[config.mk]
export PLATFORM = sky130hd
export DESIGN_NAME = iter_alu_exec_flat
export DESIGN_NICKNAME = d
export VERILOG_FILES = /design/src/rtl/iter_alu_exec_if.sv /design/src/rtl/iter_alu_exec.sv /design/src/flat_wrapper.sv
export SDC_FILE = /design/constraint.sdc
export NUM_CORES = 1
export LEC_CHECK = 0
export ABC_AREA = 1
export BUFFER_PORTS_ARGS = -buffer_cell sky130_fd_sc_hd__buf_2
export CAP_MARGIN = 20
export CORE_MARGIN = 2
export CORE_UTILIZATION = 40
export DETAILED_ROUTE_END_ITERATION = 8
export SYNTH_ARGS = -nofsm -noshare
export SYNTH_HDL_FRONTEND = slang
export SYNTH_SLANG_ARGS = --single-unit
[constraint.sdc]
create_clock -name clk -period 3.28 [get_ports clk]
set_clock_uncertainty 0.2 [all_clocks]
set_input_delay 0.328 -clock clk [delete_from_list [all_inputs] [get_ports clk]]
set_output_delay 0.328 -clock clk [all_outputs]
set_load 0.02 [all_outputs]
[src/rtl/iter_alu_exec_if.sv]
// Operand/result handshake bundle for iter_alu_exec.
// master drives operations in and accepts results; slave is the execute unit.
interface iter_alu_exec_if #(
    parameter int unsigned WIDTH = 32
);
    logic             in_valid;
    logic             in_ready;
    logic [3:0]       ALUControl;
    logic [WIDTH-1:0] SrcA;
    logic [WIDTH-1:0] SrcB;
    logic             out_valid;
    logic             out_ready;
    logic [WIDTH-1:0] ALUResult;
    logic             Zero;
    logic             alu_err;

    modport master (
        output in_valid, ALUControl, SrcA, SrcB, out_ready,
        input  in_ready, out_valid, ALUResult, Zero, alu_err
    );

    modport slave (
        input  in_valid, ALUControl, SrcA, SrcB, out_ready,
        output in_ready, out_valid, ALUResult, Zero, alu_err
    );
endinterface

[src/rtl/iter_alu_exec.sv]
// Execute-stage ALU with valid/ready handshake; shifts iterate 1 bit/cycle unless
// ITER_ALU_BARREL_SHIFT_EN is defined, which computes them in one cycle instead.
module iter_alu_exec #(
    parameter int unsigned WIDTH = 32
) (
    input logic          clk,
    input logic          reset,
    iter_alu_exec_if.slave bus
);
    localparam int unsigned ShW = $clog2(WIDTH);

    typedef enum logic [1:0] {StIdle, StShift, StDone} state_e;

    state_e           state_q, state_d;
    logic [WIDTH-1:0] result_q, result_d;
    logic             zero_q, zero_d;
    logic             err_q, err_d;

    logic [WIDTH-1:0] alu_res;
    logic             alu_bad;
    logic             is_shift;
    logic [ShW-1:0]   shamt;

    assign shamt    = bus.SrcB[ShW-1:0];
    assign is_shift = (bus.ALUControl == 4'b1000) || (bus.ALUControl == 4'b1001) ||
                      (bus.ALUControl == 4'b1010);

    always_comb begin
        alu_res = '0;
        alu_bad = 1'b0;
        unique case (bus.ALUControl)
            4'b0000: alu_res = bus.SrcA + bus.SrcB;
            4'b0001: alu_res = bus.SrcA - bus.SrcB;
            4'b0010: alu_res = bus.SrcA & bus.SrcB;
            4'b0011: alu_res = bus.SrcA | bus.SrcB;
            4'b0110: alu_res = bus.SrcA ^ bus.SrcB;
            4'b0101: alu_res = {{(WIDTH-1){1'b0}}, $signed(bus.SrcA) < $signed(bus.SrcB)};
            4'b0111: alu_res = {{(WIDTH-1){1'b0}}, bus.SrcA < bus.SrcB};
`ifdef ITER_ALU_BARREL_SHIFT_EN
            4'b1000: alu_res = bus.SrcA << shamt;
            4'b1001: alu_res = bus.SrcA >> shamt;
            4'b1010: alu_res = $unsigned($signed(bus.SrcA) >>> shamt);
`else
            // Only reached directly for shamt == 0; longer shifts go through StShift.
            4'b1000, 4'b1001, 4'b1010: alu_res = bus.SrcA;
`endif
            default: alu_bad = 1'b1;
        endcase
    end

`ifndef ITER_ALU_BARREL_SHIFT_EN
    logic [WIDTH-1:0] shreg_q, shreg_d, shreg_step;
    logic [ShW-1:0]   cnt_q, cnt_d;
    logic [1:0]       kind_q, kind_d;

    always_comb begin
        unique case (kind_q)
            2'b00:   shreg_step = {shreg_q[WIDTH-2:0], 1'b0};
            2'b01:   shreg_step = {1'b0, shreg_q[WIDTH-1:1]};
            default: shreg_step = {shreg_q[WIDTH-1], shreg_q[WIDTH-1:1]};
        endcase
    end

    always_ff @(posedge clk or negedge reset) begin
        if (!reset) begin
            shreg_q <= '0;
            cnt_q   <= '0;
            kind_q  <= '0;
        end else begin
            shreg_q <= shreg_d;
            cnt_q   <= cnt_d;
            kind_q  <= kind_d;
        end
    end
`endif

    always_comb begin
        state_d  = state_q;
        result_d = result_q;
        zero_d   = zero_q;
        err_d    = err_q;
`ifndef ITER_ALU_BARREL_SHIFT_EN
        shreg_d  = shreg_q;
        cnt_d    = cnt_q;
        kind_d   = kind_q;
`endif
        unique case (state_q)
            StIdle: begin
                if (bus.in_valid) begin
                    err_d = alu_bad;
`ifndef ITER_ALU_BARREL_SHIFT_EN
                    if (is_shift && (shamt != '0)) begin
                        shreg_d = bus.SrcA;
                        cnt_d   = shamt;
                        kind_d  = bus.ALUControl[1:0];
                        state_d = StShift;
                    end else
`endif
                    begin
                        result_d = alu_res;
                        zero_d   = (alu_res == '0);
                        state_d  = StDone;
                    end
                end
            end
`ifndef ITER_ALU_BARREL_SHIFT_EN
            StShift: begin
                shreg_d = shreg_step;
                cnt_d   = cnt_q - 1'b1;
                if (cnt_q == ShW'(1)) begin
                    result_d = shreg_step;
                    zero_d   = (shreg_step == '0);
                    state_d  = StDone;
                end
            end
`endif
            StDone: begin
                if (bus.out_ready) state_d = StIdle;
            end
            default: state_d = StIdle;
        endcase
    end

    always_ff @(posedge clk or negedge reset) begin
        if (!reset) begin
            state_q  <= StIdle;
            result_q <= '0;
            zero_q   <= 1'b1;
            err_q    <= 1'b0;
        end else begin
            state_q  <= state_d;
            result_q <= result_d;
            zero_q   <= zero_d;
            err_q    <= err_d;
        end
    end

`ifdef ITER_ALU_BARREL_SHIFT_EN
    logic unused_is_shift;
    assign unused_is_shift = is_shift;
`endif

    assign bus.in_ready  = (state_q == StIdle);
    assign bus.out_valid = (state_q == StDone);
    assign bus.ALUResult = result_q;
    assign bus.Zero      = zero_q;
    assign bus.alu_err   = err_q;
endmodule
[src/flat_wrapper.sv]
// flat-port wrapper written by rule: the top's interface ports become plain ports
module iter_alu_exec_flat 
#(
    parameter int unsigned WIDTH = 32
)
  (clk, reset, bus_in_valid, bus_ALUControl, bus_SrcA, bus_SrcB, bus_out_ready, bus_in_ready, bus_out_valid, bus_ALUResult, bus_Zero, bus_alu_err);
  iter_alu_exec_if #(.WIDTH(WIDTH)) bus_i ();
  input logic clk;
  input logic reset;
  input wire logic [$bits(bus_i.in_valid)-1:0] bus_in_valid;
  input wire logic [$bits(bus_i.ALUControl)-1:0] bus_ALUControl;
  input wire logic [$bits(bus_i.SrcA)-1:0] bus_SrcA;
  input wire logic [$bits(bus_i.SrcB)-1:0] bus_SrcB;
  input wire logic [$bits(bus_i.out_ready)-1:0] bus_out_ready;
  output wire logic [$bits(bus_i.in_ready)-1:0] bus_in_ready;
  output wire logic [$bits(bus_i.out_valid)-1:0] bus_out_valid;
  output wire logic [$bits(bus_i.ALUResult)-1:0] bus_ALUResult;
  output wire logic [$bits(bus_i.Zero)-1:0] bus_Zero;
  output wire logic [$bits(bus_i.alu_err)-1:0] bus_alu_err;
  assign bus_i.in_valid = bus_in_valid;
  assign bus_i.ALUControl = bus_ALUControl;
  assign bus_i.SrcA = bus_SrcA;
  assign bus_i.SrcB = bus_SrcB;
  assign bus_i.out_ready = bus_out_ready;
  assign bus_in_ready = bus_i.in_ready;
  assign bus_out_valid = bus_i.out_valid;
  assign bus_ALUResult = bus_i.ALUResult;
  assign bus_Zero = bus_i.Zero;
  assign bus_alu_err = bus_i.alu_err;
  iter_alu_exec #(.WIDTH(WIDTH)) u_core (.clk(clk), .reset(reset), .bus(bus_i));
endmodule
==> out/metrics.sh <==
POWER_FRAC_SEQ_PCT=26.1
FIRSTDRTPASSITERS=5
CLOCK_TREE.ROOT_CELL='sky130_fd_sc_hd__clkbuf_16'
GRT_ANTENNA_BEFORE_REPAIR=0
SWITCHING_POWER_mW=2.99
POWER.COMBINATIONAL.FRACTION_PCT=56.6
NUMBER_OF_REGISTER_BITS_INFERRED_BY_SYNTHESIS=75
POST-ROUTE-WORST-SETUP-SLACK_NS=0.337
BOUNDARYPINS=108
PLACEMENT.SETUP.WORST_SLACK_NS=0.0238
COUNT_OF_FLIP_FLOPS_WITH_A_BUILT_IN_ENABLE_AFTER_SYNTHESIS=0
ANTENNA_DIODE_COUNT=0
WL_PER_CELL_UM=18.8
TIMING_MAX_TRANSITION_VIOLATIONS_FINAL=0
BUFFER_LEVELS_ON_THE_LONGEST_CLOCK_PATH=2
DESIGN.DIE.AREA_UM2=28500
P_INT_mW=3.32
REMAINING_DRC_ERRORS=0
TRITONCTS='done'
TIMING_HOLD_VIOLATIONS_FINAL=0
LAYOUT-AREA-OVERHEAD-VS-SYNTH_PCT=16.1
FP-ROW-COUNT=60
GLOBAL_ROUTE.USAGE.TOTAL_PCT=31.0
CRITICAL_PATH_CLASS='in -> reg'
BUFFER_PORTS.INSERTED=107
DIE_X_UM=169
WIRELENGTH_MM=44.3
POST_DRT_VIA_CELL_RATIO=5.34
SYN-CELL-AREA_UM2=10900
CTS_BUFFERS=9
SYNTH.TOP_CELLS.BY_AREA='sky130_fd_sc_hd__nand2_1, sky130_fd_sc_hd__dfrtp_1, sky130_fd_sc_hd__ha_1'
FINAL.FILL_COUNT=2962
INITIALDRTVIOLATIONCOUNT=1150
FINAL.PERIOD_UTILIZATION_PCT=89.7
GRT_REMAINING_OVERFLOW=0
SYNTH_TOP_AREA_SHARE_PCT=19.2
P_PER_AREA_nW_PER_UM2=501
MAXIMUM_NUMBER_OF_PINS_ON_ONE_NET_BEFORE_GLOBAL_ROUTE_REPAIR=76
SYNTH_ASYNC_SR_FLOP_SHARE_PCT=100
POWER.SHARE.SWITCHING_PCT=47.4
POST_DP_CELL_AREA_UM2=12200
CTS.REPAIR.RESIZED=0
NETS=2201
UNREPAIRED_SETUP_ENDPOINTS_AFTER_GLOBAL_ROUTING='no'
STATIC-LEAKAGE-POWER_nW=7.17
VDD_DROP_MAX_V=0.000606
CTS_HOLD_REPAIR.BUFFERS=2
ROUTABILITYCONGESTION=1.03
TIMING.SETUP.TNS_NS=0
FINALSETUPVIOLATIONS=0
DIEHEIGHT_UM=169
NUMBER_OF_SINKS_ON_THE_CLOCK_NET=75
CLOCK_PERIOD_MINUS_FINAL_WORST_SETUP_SLACK_NS=2.94
HTREE_NUM_LEVELS=3
HOLDCRITPATHCLASS='in -> reg'
YS.FLOP_TYPE='sky130_fd_sc_hd__dfrtp_1'
PROPORTION_OF_LAYOUT_CELLS_WITH_A_DRIVE_SUFFIX_ABOVE_1_PCT=13.3
POSTSYNTHNETCOUNT=2043
TIMING.MAX_SLEW.REL_SLACK_PCT=32.3
INITIAL_CORE_UTIL_PCT=40.5
GRT_PASS1_VIAS=12100
POST_SYNTH_INST_COUNT=1854
SYNTH.LIB_CELLS_USED.DISTINCT=42
SEQ_AREA_FRAC_SYNTH_PCT=17.3
CLKPWRFRAC_PCT=17.4
ROUTE.ANTENNA.REMAINING_NETS=0
RUN_STATUS='finished, final reports clean'
DETAILEDPLACEMENTHPWL_MM=36.3
TIMING.CRITICAL_PATH.FANOUT_MAX=4
WORSTSKEWPAIRLATENCY_NS=0.34
SYNTH_AREA_PER_CELL_UM2=5.85
PLACEABLECOREAREA_UM2=26800
CP.ARRIVAL_NS=3.01
LAYOUT.CELL_AREA.NON_FILLER_UM2=12600
WORSTSETUPSTARTPOINTTYPE='input pin'
CRITICAL_PATH.ENDPOINT_TYPE='register'
TIGHTESTPINTRANSITION_NS=1.01
CP_DATA_REQUIRED_TIME_NS=3.35
MAXCAPVIOLATIONS=0
YOSYS_WARNING_TOTAL=0
VIAS=12600
CLOCK_PIN_SLEW_ON_THE_WORST_SETUP_AND_HOLD_PATHS_NS=0.06
GRT_FIRST_PASS_WIRELENGTH_MM=68.0
LIBRARY_CELL_WITH_THE_LARGEST_SUMMED_AREA_AFTER_SYNTHESIS='sky130_fd_sc_hd__nand2_1'
CTS.REPAIR_TIMING.SETUP_BUFFER_COUNT=0
MAXCLOCKFREQUENCY_MHz=340
final timing paths:
| path | startpoint | to | slack (ns) | cells after the start |
|---|---|---|---|---|
| setup reg to reg | u_core.state_q[0] | u_core.bus.Zero | 0.67 | 15 |
| hold / removal | bus_in_valid | u_core.bus.alu_err | 0.03 | 2 |
| max in group asynchronous | reset | u_core.cnt_q[2] | 1.74 | 2 |
| setup / recovery | bus_SrcA[0] | u_core.bus.Zero | 0.34 | 21 |
| hold reg to reg | u_core.bus.ALUResult[11] | u_core.bus.ALUResult[11] | 0.28 | 2 |
| min in group asynchronous | reset | u_core.shreg_q[26] | 0.49 | 2 |
cell usage after synthesis (all sizes together) (14+ instances only):
| library cell | n |
|---|---|
| a21boi | 15 |
| nand3 | 143 |
| o22ai | 39 |
| nand4 | 24 |
| clkbuf | 29 |
| a21oi | 59 |
| nor2 | 186 |
| dfrtp | 74 |
| or2 | 27 |
| o21a | 14 |
| nand2 | 557 |
| ha | 115 |
| buf | 34 |
| a221oi | 16 |
| nor3 | 17 |
| o211ai | 25 |
| o21ai | 75 |
| inv | 351 |
| o221ai | 21 |
critical path, stage by stage:
cell and delay [ns]:
sky130_fd_sc_hd__buf_2 0.15, sky130_fd_sc_hd__ha_1 0.26, sky130_fd_sc_hd__inv_1 0.10, sky130_fd_sc_hd__fa_1 0.37, sky130_fd_sc_hd__inv_1 0.14, sky130_fd_sc_hd__nand3_1 0.11, sky130_fd_sc_hd__nand2_1 0.16, sky130_fd_sc_hd__nand2_1 0.09
sky130_fd_sc_hd__nand2_1 0.12, sky130_fd_sc_hd__nand2_1 0.09, sky130_fd_sc_hd__nand2_1 0.12, sky130_fd_sc_hd__nand2_1 0.06, sky130_fd_sc_hd__nand3_1 0.07, sky130_fd_sc_hd__nand3_1 0.15, sky130_fd_sc_hd__nor2_1 0.12, sky130_fd_sc_hd__nand2_1 0.05
sky130_fd_sc_hd__nor2_1 0.17, sky130_fd_sc_hd__nand2_1 0.08, sky130_fd_sc_hd__nor2_1 0.10, sky130_fd_sc_hd__nand2_1 0.06, sky130_fd_sc_hd__a21oi_1 0.11
state kept, by name (all words and copies together) (netlist names):
name and flops:
u_core.bus.Zero 1, u_core.state_q 2, u_core.kind_q 2, u_core.shreg_q 32, u_core.bus.alu_err 1, u_core.bus.ALUResult 32
u_core.cnt_q 5
power groups by stage:
stage / registers (mW) / clock network, mW / logic [mW]
6_report: 1.64 / 1.09 / 3.57
5_1_grt: 1.70 / 1.15 / 3.98
4_1_cts: 1.64 / 1.10 / 3.49
3_5_place_dp: 1.65 / 0 / 3.46
3_3_place_gp: 1.64 / 0 / 3.45
2_1_floorplan: 1.86 / 0 / 2.06
stage by stage:
step / hold WS, ns / util, % / instances / power (mW)
floorplan: -0.168 / - / 1854 / 3.92
global placement: 0.264 / 45.5 / 2338 / 5.09
detailed placement: 0.267 / 45.5 / 2338 / 5.11
CTS: 0.0198 / 46.8 / 2356 / 6.23
global route: 0.0273 / 47.0 / 2358 / 6.82
finish: 0.0290 / 47.0 / 2358 / 6.31
metal layers:
| layer | vias up | track usage [%] | part of all wire, % |
|---|---|---|---|
| met3 | 99 | 3.55 | 6.0 |
| met4 | 0 | 14.9 | 5.7 |
| met5 | - | 0 | 0 |
| met1 | 5812 | 40.2 | 43 |
| met2 | 477 | 51.6 | 45 |
| li1 | 6207 | - | - |
cell type report:
cell class	instances	area (um2)	area share, %
Multi-Input combinational cell	1365	7290	57.9
Inverter	351	1320	10.5
Clock inverter	6	88.8	0.705
Clock buffer	10	239	1.90
Sequential cell	75	1880	14.9
Tap cell	341	427	3.39
Timing Repair Buffer	210	1360	10.8
cells in the final DEF, fill, tap and decap left out, types with 7 or more instances in the layout:
cell type,count
sky130_fd_sc_hd__a21oi_1,58
sky130_fd_sc_hd__ha_1,115
sky130_fd_sc_hd__o21a_1,14
sky130_fd_sc_hd__a221oi_1,16
sky130_fd_sc_hd__a21boi_0,15
sky130_fd_sc_hd__o22ai_1,39
sky130_fd_sc_hd__o21ai_0,74
sky130_fd_sc_hd__o211ai_1,25
sky130_fd_sc_hd__buf_2,106
sky130_fd_sc_hd__a31oi_1,7
sky130_fd_sc_hd__inv_1,349
sky130_fd_sc_hd__nand2_1,555
sky130_fd_sc_hd__nand4_1,24
sky130_fd_sc_hd__nor2_1,178
sky130_fd_sc_hd__nor2_2,8
sky130_fd_sc_hd__nand3_1,140
sky130_fd_sc_hd__o221ai_1,21
sky130_fd_sc_hd__dfrtp_1,74
sky130_fd_sc_hd__o21bai_1,7
sky130_fd_sc_hd__nor3_1,16
sky130_fd_sc_hd__clkbuf_16,9
sky130_fd_sc_hd__or2_2,27
sky130_fd_sc_hd__buf_4,100
logic make-up after synthesis:
family | Yosys count | share of synthesized area (%)
compound gates | 285 | 16.6
xor+xnor | 1 | 0.0807
fa+ha+maj | 117 | 13.6
buf+inv | 414 | 15.5
flops | 75 | 17.3
simple gates | 962 | 36.9
No activity file was read; power rests on OpenSTA's default activity.
